<file path="config.mk">
export PLATFORM = sky130hd
export DESIGN_NAME = divu_seq_flat
export DESIGN_NICKNAME = d
export VERILOG_FILES = /design/src/rtl/divu_seq_if.sv /design/src/rtl/divu_seq.sv /design/src/flat_wrapper.sv
export SDC_FILE = /design/constraint.sdc
export NUM_CORES = 1
export LEC_CHECK = 0
export CORE_MARGIN = 4
export CORE_UTILIZATION = 57
export DETAILED_ROUTE_END_ITERATION = 8
export PLACE_DENSITY = 0.92
export SYNTH_ARGS = -nofsm -noshare
export SYNTH_HDL_FRONTEND = slang
export SYNTH_SLANG_ARGS = --single-unit
</file>
<file path="constraint.sdc">
create_clock -name clk -period 2.6 [get_ports clk]
set_clock_uncertainty 0.15 [all_clocks]
set_input_delay 0.52 -clock clk [delete_from_list [all_inputs] [get_ports clk]]
set_output_delay 0.52 -clock clk [all_outputs]
set_load 0.05 [all_outputs]
</file>
<file path="src/rtl/divu_seq_if.sv">
// Handshake and operand/result bundle for the sequential 8/4 unsigned divider.
// The controller drives start/A/B; the divider returns Q/R/dz with busy/done status.
interface divu_seq_if;
  logic       start;
  logic [7:0] A;
  logic [3:0] B;
  logic [7:0] Q;
  logic [3:0] R;
  logic       busy;
  logic       done;
  logic       dz;

  modport master (output start, A, B, input Q, R, busy, done, dz);
  modport slave  (input start, A, B, output Q, R, busy, done, dz);
endinterface

</file>
<file path="src/rtl/divu_seq.sv">
// Restoring shift-subtract divider: 8-bit dividend / 4-bit divisor, one quotient
// bit per clock, with a start/busy/done handshake and a divide-by-zero flag.
module divu_seq (
  input logic       clk,
  input logic       rst_n,
  divu_seq_if.slave bus
);

  typedef enum logic [1:0] {IDLE, RUN, DONE} state_t;

  state_t     state_reg;
  logic [7:0] dvd_reg;
  logic [3:0] dvs_reg;
  logic [4:0] rem_reg;
  logic [7:0] quo_reg;
  logic [2:0] cnt_reg;
  logic [7:0] q_reg;
  logic [3:0] r_reg;
  logic       busy_reg;
  logic       done_reg;
  logic       dz_reg;

  logic [4:0] p_next;
  logic       qbit_next;
  logic [4:0] rem_next;
  logic [7:0] quo_next;

  // p can reach 2*B-1 (<= 29), so the trial remainder needs five bits
  assign p_next    = (rem_reg << 1) | {4'b0000, dvd_reg[7]};
  assign qbit_next = (p_next >= {1'b0, dvs_reg});
  assign rem_next  = qbit_next ? (p_next - {1'b0, dvs_reg}) : p_next;
  assign quo_next  = {quo_reg[6:0], qbit_next};

  always_ff @(posedge clk or negedge rst_n) begin
    if (!rst_n) begin
      state_reg <= IDLE;
      dvd_reg   <= '0;
      dvs_reg   <= '0;
      rem_reg   <= '0;
      quo_reg   <= '0;
      cnt_reg   <= '0;
      q_reg     <= '0;
      r_reg     <= '0;
      busy_reg  <= 1'b0;
      done_reg  <= 1'b0;
      dz_reg    <= 1'b0;
    end else begin
      case (state_reg)
        IDLE, DONE: begin
          state_reg <= IDLE;
          busy_reg  <= 1'b0;
          done_reg  <= 1'b0;
          if (bus.start) begin
            if (bus.B != 4'd0) begin
              state_reg <= RUN;
              busy_reg  <= 1'b1;
              dvd_reg   <= bus.A;
              dvs_reg   <= bus.B;
              rem_reg   <= '0;
              quo_reg   <= '0;
              cnt_reg   <= '0;
            end else begin
              // Zero divisor skips the iterations and reports saturated results
              state_reg <= DONE;
              done_reg  <= 1'b1;
              q_reg     <= 8'hFF;
              r_reg     <= 4'hF;
              dz_reg    <= 1'b1;
            end
          end
        end

        RUN: begin
          dvd_reg <= dvd_reg << 1;
          rem_reg <= rem_next;
          quo_reg <= quo_next;
          cnt_reg <= cnt_reg + 3'd1;
          if (cnt_reg == 3'd7) begin
            state_reg <= DONE;
            busy_reg  <= 1'b0;
            done_reg  <= 1'b1;
            q_reg     <= quo_next;
            r_reg     <= rem_next[3:0];
            dz_reg    <= 1'b0;
          end
        end

        default: begin
          state_reg <= IDLE;
          busy_reg  <= 1'b0;
          done_reg  <= 1'b0;
        end
      endcase
    end
  end

  assign bus.Q    = q_reg;
  assign bus.R    = r_reg;
  assign bus.busy = busy_reg;
  assign bus.done = done_reg;
  assign bus.dz   = dz_reg;

endmodule

</file>
<file path="src/flat_wrapper.sv">
// flat-port wrapper written by rule: the top's interface ports become plain ports
module divu_seq_flat 
  (clk, rst_n, bus_start, bus_A, bus_B, bus_Q, bus_R, bus_busy, bus_done, bus_dz);
  divu_seq_if bus_i ();
  input logic clk;
  input logic rst_n;
  input wire logic [$bits(bus_i.start)-1:0] bus_start;
  input wire logic [$bits(bus_i.A)-1:0] bus_A;
  input wire logic [$bits(bus_i.B)-1:0] bus_B;
  output wire logic [$bits(bus_i.Q)-1:0] bus_Q;
  output wire logic [$bits(bus_i.R)-1:0] bus_R;
  output wire logic [$bits(bus_i.busy)-1:0] bus_busy;
  output wire logic [$bits(bus_i.done)-1:0] bus_done;
  output wire logic [$bits(bus_i.dz)-1:0] bus_dz;
  assign bus_i.start = bus_start;
  assign bus_i.A = bus_A;
  assign bus_i.B = bus_B;
  assign bus_Q = bus_i.Q;
  assign bus_R = bus_i.R;
  assign bus_busy = bus_i.busy;
  assign bus_done = bus_i.done;
  assign bus_dz = bus_i.dz;
  divu_seq u_core (.clk(clk), .rst_n(rst_n), .bus(bus_i));
endmodule
</file>
# [After elaboration in Yosys (flattened, before gate mapping)]
# Index checks and enable logic that the tools add are counted.
[totals] ff_bits=43 output_inout_bits=15 wordCells=65
[op_classes] n_addsub=2 n_lt_le_gt_ge=1 eq_ne=7 mux=36 n_bitwise=1 reduce_logical=7
[op_table] operator="$mux W8" n=5
[op_table] operator="$pmux W8 S2" n=2
[op_table] operator="$mux W4" n=6
[op_table] operator="$pmux W4 S2" n=2
[op_table] operator="$mux W7" n=2
[op_table] operator="$pmux W7 S2" n=1
[op_table] operator="$mux W1" n=8
[op_table] operator="$mux W2" n=3
[op_table] operator="$mux W3" n=2
[op_table] operator="$pmux W1 S2" n=3
[op_table] operator="$pmux W3 S2" n=1
[op_table] operator="$reduce_and A3 Y1" n=2
[op_table] operator="$ge A5 B4 Y1" n=1
[op_table] operator="$or A5 B1 Y5" n=1
[op_table] operator="$ne A2 B1 Y1 const B" n=2
[op_table] operator="$ne A2 B2 Y1 const B" n=2
[op_table] operator="$pmux W2 S2" n=1
[op_table] operator="$reduce_and A4 Y1" n=1
[op_table] operator="$reduce_bool A4 Y1" n=1
[op_table] operator="$sub A4 B4 Y4" n=1
[op_table] operator="$add A3 B1 Y3 const B" n=1
[op_table] operator="$eq A3 B3 Y1 const B" n=1
[op_table] operator="$eq A2 B1 Y1 const B" n=1
[op_table] operator="$eq A2 B2 Y1 const B" n=1
[op_table] operator="3 further kinds" n=3

# [Logic depth before layout (Yosys ltp)]
# Gate-level depths: netlist of run 1.
[depth] word_depth=5 mapped_depth=7 mapped_depth_nobuf=7

# [Worst setup path after synthesis of run 1]
# No wires, ideal clock.
[synth_path] path_kind="flip-flop to flip-flop" start="register u_core.rem_reg[1]" end="register u_core.rem_reg[3]" setup_time_ns=0.101 arrival_time_ns=1.499 t_required_ns=2.349 setup_slack_ns=0.850 stages_incl_launch_ff=6 n_path_buf=0 path_cell_list="dfrtp_1 > ha_1 > nand2_1 > o21ai_0 > mux2_2 > o32ai_1"
[synth_via] elab_chain_cells=4 elab_cells_between_ends=5 cone_classes="add/sub: 1; order compare: 1; mux: 2; bitwise: 1"
[synth_lines] item="from (decl)" line="divu_seq.sv:14" rtl="logic [4:0] rem_reg;"
[synth_lines] item="from (signal assigned)" line="divu_seq.sv:75" rtl="rem_reg <= rem_next;"
[synth_lines] item="$or A5 B1 Y5 (*)" line="divu_seq.sv:29" rtl="assign p_next = (rem_reg << 1) | {4'b0000, dvd_reg[7]};"
[synth_lines] item="$sub A4 B4 Y4 / $ge A5 B4 Y1 (equally long branches)" line="divu_seq.sv:31, divu_seq.sv:30"
[synth_lines] item="$mux W4 (*)" line="divu_seq.sv:31" rtl="assign rem_next = qbit_next ? (p_next - {1'b0, dvs_reg}) : p_next;"
[synth_lines] item="$pmux W4 S2 (*)" line="divu_seq.sv:48" rtl="case (state_reg)"
# Every way passes the cells marked *; elsewhere a longest branch is shown, timed or not.
# A chain may end at the register's enable or synchronous reset.

==> flow_metrics.tcl, run 1 <==
set metrics [dict create \
    antenna_found_initial 0 \
    combPwrFrac_pct 54.6 \
    cts_resized 0 \
    critPathKind "flop to primary output" \
    crit_family "buffers and inverters" \
    numCtsBuffers 5 \
    yosysWarnings 0 \
    hold_path_class "flop to flop" \
    syn_inst 202 \
    row_count 21 \
    cts.reportedPaths.clkPinSlew_ns 0.12 \
    p_sw_mw 1.624 \
    initial_core_util_pct 59.78 \
    avgViaCountPerCell 5.747 \
    layout_common_cells "44 x nand2_1, 42 x dfrtp_1, 28 x clkdlybuf4s50_1" \
    cts_root_buf "clkbuf_4" \
    p_per_area_nw_per_um2 1451 \
    cts_tree "yes" \
    critical-path-max-stage-delay_ns 0.82 \
    clock_sinks 42 \
    dp_hpwl_mm 3.030 \
    worstPathMaxFanout 4 \
    overflow 0 \
    crit_slowest_cell "clkdlybuf4s50_1" \
    syn_nets 224 \
    io_buffers 29 \
    hold-worst-slack_ns 0.3485 \
    io_pins 30 \
    ys_types 39 \
    grt_pass1_vias 1552 \
    grt_max_degree 19 \
    routed_wl_mm 4.232 \
    clk_latency_ns 0.37 \
    syn2layout_area_growth_pct 19.29 \
    via_count 1615 \
    fin_crit_sh_pct 86.99 \
    final.min_clock_period_ns 2.262 \
    clk_path_buf_depth 2 \
    synth_area_um2 2011 \
    setup_viol 0 \
    insertedDiodeCount 0 \
    layout_commonest_cell "nand2_1" \
    power_mw 3.480 \
    status "finished, final reports clean" \
    die_x_um 67.39 \
    place.gp.congestion 0.9237 \
    cp_cell_sequence "clkdlybuf4s50_1" \
    grtUsageTotal_pct 21.44 \
    dp_slack_ns 0.1279 \
    grt_pass1_wl_mm 7.120 \
    sw_frac_of_total_pct 46.67 \
    ir_drop_mv 0.7047 \
    ys_async_sr_fraction_pct 100.0 \
    required_ns 1.93 \
    arrival_ns 1.59 \
    leakagePower_nw 1.011 \
    fin_setup_tns_ns 0 \
    core_um2 3363 \
    drv_cap 0 \
    h-tree-depth 2 \
    crit_path_end_kind "primary output" \
    die_area_um2 4541 \
    start_kind "flop" \
    hold_viol 0 \
    sequentialPowerShare_pct 33.3 \
    synth_edf_count 0 \
    drt_pass1_iterations 4 \
    p_clk_share_pct 12.1 \
    synth.ff_latch_count 42 \
    dr.first_iter.drc_count 115 \
    dieHeight_um 67.39 \
    power.internal_mw 1.856 \
    synth-main-ff-cell "dfrtp_1" \
    wire_per_inst_um 15.06 \
    max_slew_margin_pct 54.91 \
    yosysSeqAreaShare_pct 52.27 \
    cp_num_buf_inv 1 \
    drtAntennaViolNets 0 \
    drive_above_1_share_pct 8.936 \
    finalInstanceArea_um2 2399 \
    place_area_um2 2310 \
    rsz0062_at_grt "no" \
    layout.nets 256 \
    max_freq_mhz 442.2 \
    tightestPinTransition_ns 0.6739 \
    slew_violations 0 \
    syn_avg_cell_area_um2 9.954 \
    worst_slack_ns 0.3384 \
    route.detailed.drc 0 \
]
==> per-layer routing <==
layer  part of all wire (%)  track usage [%]  wire [µm]
met3                    5.1            5.158        216
met5                      0                0          0
met1                     44            28.45       1868
met4                    2.2            8.861         93
met2                     49            33.74       2053
==> path summary, 6_finish.rpt <==
check                                    startpoint           endpoint  slack (ns)  cells after the start
worst max-delay path            u_core.state_reg[1]           bus_done        0.34                      1
worst min-delay path                u_core.bus.Q[4]    u_core.bus.Q[4]        0.35                      1
worst max register to register    u_core.cnt_reg[0]    u_core.bus.Q[3]        0.51                      6
worst min register to register      u_core.bus.Q[4]    u_core.bus.Q[4]        0.35                      1
max in group asynchronous                     rst_n  u_core.dvd_reg[0]        1.44                      3
min in group asynchronous                     rst_n      u_core.bus.dz        0.36                      2
==> power by group through the flow <==
stage | Clock [mW] | Sequential (mW) | Combinational, mW
2_1_floorplan | 0 | 1.47 | 1.08
5_1_grt | 0.457 | 1.19 | 2.09
6_report | 0.422 | 1.16 | 1.90
3_3_place_gp | 0 | 1.15 | 1.85
3_5_place_dp | 0 | 1.17 | 1.89
4_1_cts | 0.431 | 1.16 | 1.91
==> cells in the mapped netlist, types with 2 or more instances <==
| master | count | area (µm²) |
|---|---|---|
| o211ai_1 | 5 | 37.54 |
| inv_1 | 8 | 30.03 |
| nand4_1 | 2 | 12.51 |
| nor2b_1 | 2 | 12.51 |
| o21ai_1 | 3 | 15.01 |
| clkbuf_1 | 4 | 15.01 |
| a31oi_1 | 9 | 56.30 |
| dfrtp_1 | 42 | 1051 |
| buf_6 | 3 | 33.78 |
| nor2_1 | 19 | 71.32 |
| buf_4 | 2 | 15.01 |
| o22a_1 | 8 | 70.07 |
| nand2_1 | 44 | 165.2 |
| o21ai_0 | 14 | 70.07 |
| nand3_1 | 6 | 30.03 |
| ha_1 | 6 | 75.07 |
| a21oi_1 | 3 | 15.01 |
==> area by class of cell <==
type                       instances  area (µm²)
fill                             276       964.7
clock buffer                       6       41.29
sequential                        42        1051
timing repair buffer              36       340.3
inverter                           8       30.03
tap                               46       57.56
clock inverter                     2       37.54
multi-input combinational        141       840.8
==> kinds of logic (layout without fill, tap and decap cells) <==
group                    count (synthesis)  after routing  synth area share [%]
buffers and inverters                   19             52                 5.911
multiplexers                             1              1                0.5600
XOR/XNOR                                 1              1                0.4357
adder cells (fa/ha/maj)                  7              7                 4.729
AO/OA/AOI/OAI                           51             51                 17.61
AND/OR/NAND/NOR                         81             81                 18.48
flip-flops                              42             42                 52.27
==> stage by stage <==
stage	instances	utilization (%)
3_3_place_gp	272	68.68
3_5_place_dp	272	68.68
6_report	281	71.32
5_1_grt	281	71.32
2_1_floorplan	202	-
4_1_cts	281	71.32
==> timing repair <==
item	CTS	global route
hold endpoints to repair	8	0
buffers inserted	0	0
hold buffers	1	0
(Power assumes the default switching activity.)
==> run 2: changes to the inputs <==
--- a/config.mk
+++ b/config.mk
@@ -12,3 +12,4 @@
 export SYNTH_ARGS = -nofsm -noshare
 export SYNTH_HDL_FRONTEND = slang
 export SYNTH_SLANG_ARGS = --single-unit
+export TNS_END_PERCENT = 20
==> results of run 2 <==
Final layout, timing and power as in run 1 (identical DEF).
==> run 3: changes to the inputs <==
--- a/config.mk
+++ b/config.mk
@@ -5,6 +5,7 @@
 export SDC_FILE = /design/constraint.sdc
 export NUM_CORES = 1
 export LEC_CHECK = 0
+export ABC_AREA = 1
 export CORE_MARGIN = 4
 export CORE_UTILIZATION = 57
 export DETAILED_ROUTE_END_ITERATION = 8
==> run 3 against run 2 <==
  * Hold slack got worse by 0.22 ns
  * Count of clock-buffer cells in the layout fell by 1
  * Routed wire length fell by 10%
  * Critical path depth did not move
  * Clock power fell by 2%
  * Sequential power fell by 8%
  * Fmax fell by 4.1%
  * Utilization did not move
  * Global-route usage fell by 1.8 points
  * Sequential cell count did not move
  * Largest cell class unchanged
  * Highest routed layer unchanged
==> flow_metrics.tcl, run 3 <==
set metrics [dict create \
    via_count 1557 \
    worstPathMaxFanout 2 \
    required_ns 1.93 \
    h-tree-depth 2 \
    clock_sinks 42 \
    dp_slack_ns 0.5031 \
    grtUsageTotal_pct 19.64 \
    status "finished, final reports clean" \
    insertedDiodeCount 0 \
    synth.cells.most_frequent "60 x nand2_1, 42 x dfrtp_1, 36 x inv_1" \
    drive_above_1_share_pct 10.65 \
    dr.first_iter.drc_count 89 \
    dieHeight_um 67.34 \
    place_inst 301 \
    layout_common_cells "60 x nand2_1, 42 x dfrtp_1, 36 x inv_1" \
    finalInstanceArea_um2 2399 \
    max_slew_margin_pct 39.24 \
    yosysWarnings 0 \
    ys_types 24 \
    syn_nets 252 \
    synth.ff_latch_count 42 \
    cp_num_buf_inv 1 \
    layout_commonest_cell "nand2_1" \
    initial_core_util_pct 59.67 \
    layout.nets 284 \
    crit_family "buffers and inverters" \
    cts_resized 0 \
    critPathKind "flop to primary output" \
    synth_area_um2 2007 \
    numCtsBuffers 5 \
    io_buffers 29 \
    dp_hpwl_mm 2.654 \
    routed_wl_mm 3.802 \
    avgViaCountPerCell 5.039 \
    drt_pass1_iterations 4 \
    cp-startpoint "u_core.state_reg[1]" \
    hold-worst-slack_ns 0.1248 \
    die_area_um2 4534 \
    syn_avg_cell_area_um2 8.726 \
    drtAntennaViolNets 0 \
    register_area_um2 1051 \
    setup_viol 0 \
    worst_slack_ns 0.2422 \
    syn_inst 230 \
    clk_path_buf_depth 2 \
    multi_input_area_um2 754.5 \
    tightestPinTransition_ns 0.9114 \
    antenna_found_initial 0 \
    fin_setup_tns_ns 0 \
    synth_top_area_cell "dfrtp_1" \
    cts_tree "yes" \
    synthDominantCellAreaShare_pct 52.37 \
    crit_slowest_cell "clkdlybuf4s50_1" \
    post_cts_buffers 0 \
    cp_cell_sequence "clkdlybuf4s50_1" \
    route.detailed.drc 0 \
    overflow 0 \
    ys_async_sr_fraction_pct 100.0 \
    core_um2 3363 \
    row_count 21 \
    p_per_area_nw_per_um2 1429 \
    final.min_clock_period_ns 2.358 \
    die_x_um 67.34 \
    syn2layout_area_growth_pct 19.51 \
    synth-main-ff-cell "dfrtp_1" \
    cts.reportedPaths.clkPinSlew_ns 0.12 \
    hold_path_class "input pin to asynchronous set/reset pin" \
    crit_path_end_kind "primary output" \
    place_area_um2 2321 \
    grt_max_degree 43 \
    max_freq_mhz 424.1 \
    hold_buffers 0 \
    power_mw 3.427 \
    place.gp.congestion 0.8612 \
    yosysSeqAreaShare_pct 52.37 \
    fillCellCount 265 \
    clk_latency_ns 0.36 \
    leakagePower_nw 1.211 \
    r2r_start "u_core.dvd_reg[7]" \
    synth_most_common_cell "nand2_1" \
    cts_root_buf "clkbuf_4" \
    grt_pass1_wl_mm 6.630 \
    start_kind "flop" \
    fin_crit_sh_pct 90.69 \
    slew_violations 0 \
    wire_per_inst_um 12.30 \
    io_pins 30 \
    hold_viol 0 \
    ir_drop_mv 0.8673 \
    finish.utilization_pct 71.32 \
    fin_cells 309 \
    grt_pass1_vias 1581 \
    synthTopCellsByArea "dfrtp_1 52%, nand2_1 11%, inv_1 6.7%, o21ai_0 4.5%, ha_1 3.7%" \
    rsz0062_at_grt "no" \
    synth_edf_count 0 \
    critical-path-max-stage-delay_ns 0.85 \
    arrival_ns 1.69 \
    drv_cap 0 \
]
-- run 3: changes by cell type after synthesis, moves of 5 or more --
cell and change:
inv_1 +28, nand2_1 +16, a31oi_1 -9, nand3_1 +8
o22a_1 -8, nor2_1 -7, o22ai_1 +7, nand2_2 +6
o211ai_1 -5
-- run 3: worst paths after layout --
kind	endpoint	slack (ns)	depth (start not counted)
max in group asynchronous	u_core.dvd_reg[2]	1.61	1
worst min register to register	u_core.cnt_reg[2]	0.35	2
worst max register to register	u_core.bus.R[2]	0.75	9
min in group clk	u_core.cnt_reg[2]	0.35	2
worst max-delay path	bus_done	0.24	1
worst min-delay path	u_core.bus.Q[6]	0.12	1
-- run 3: cell type report --
cell class | instances | share of cell area [%]
timing repair buffer | 31 | 12.52
tap | 46 | 2.400
multi-input combinational | 142 | 31.46
clock inverter | 3 | 1.669
inverter | 40 | 6.573
sequential | 42 | 43.82
clock buffer | 5 | 1.565
-- run 3: cells by family after synthesis --
group / after synthesis / share of synthesized area [%]
and+or+nand+nor: 97 / 21.82
buffers and inverters: 46 / 10.04
DFF: 42 / 52.37
AOI/OAI and AO/OA: 37 / 10.60
adders and majority gates: 7 / 4.738
xor gates and xnor gates: 1 / 0.4365
-- run 3: power breakdown --
part	internal [mW]	switching [mW]	total [mW]
Combinational	0.655	1.29	1.94
Sequential	0.933	0.138	1.07
Clock	0.199	0.213	0.412
Total	1.79	1.64	3.43
-- run 3: metal layers --
| layer | track usage [%] | up-vias | wire [µm] |
|---|---|---|---|
| li1 | - | 783 | - |
| met1 | 23.91 | 739 | 1608 |
| met2 | 33.37 | 29 | 2012 |
| met3 | 5.990 | 6 | 138 |
| met4 | 6.076 | 0 | 43 |
| met5 | 0 | - | 0 |
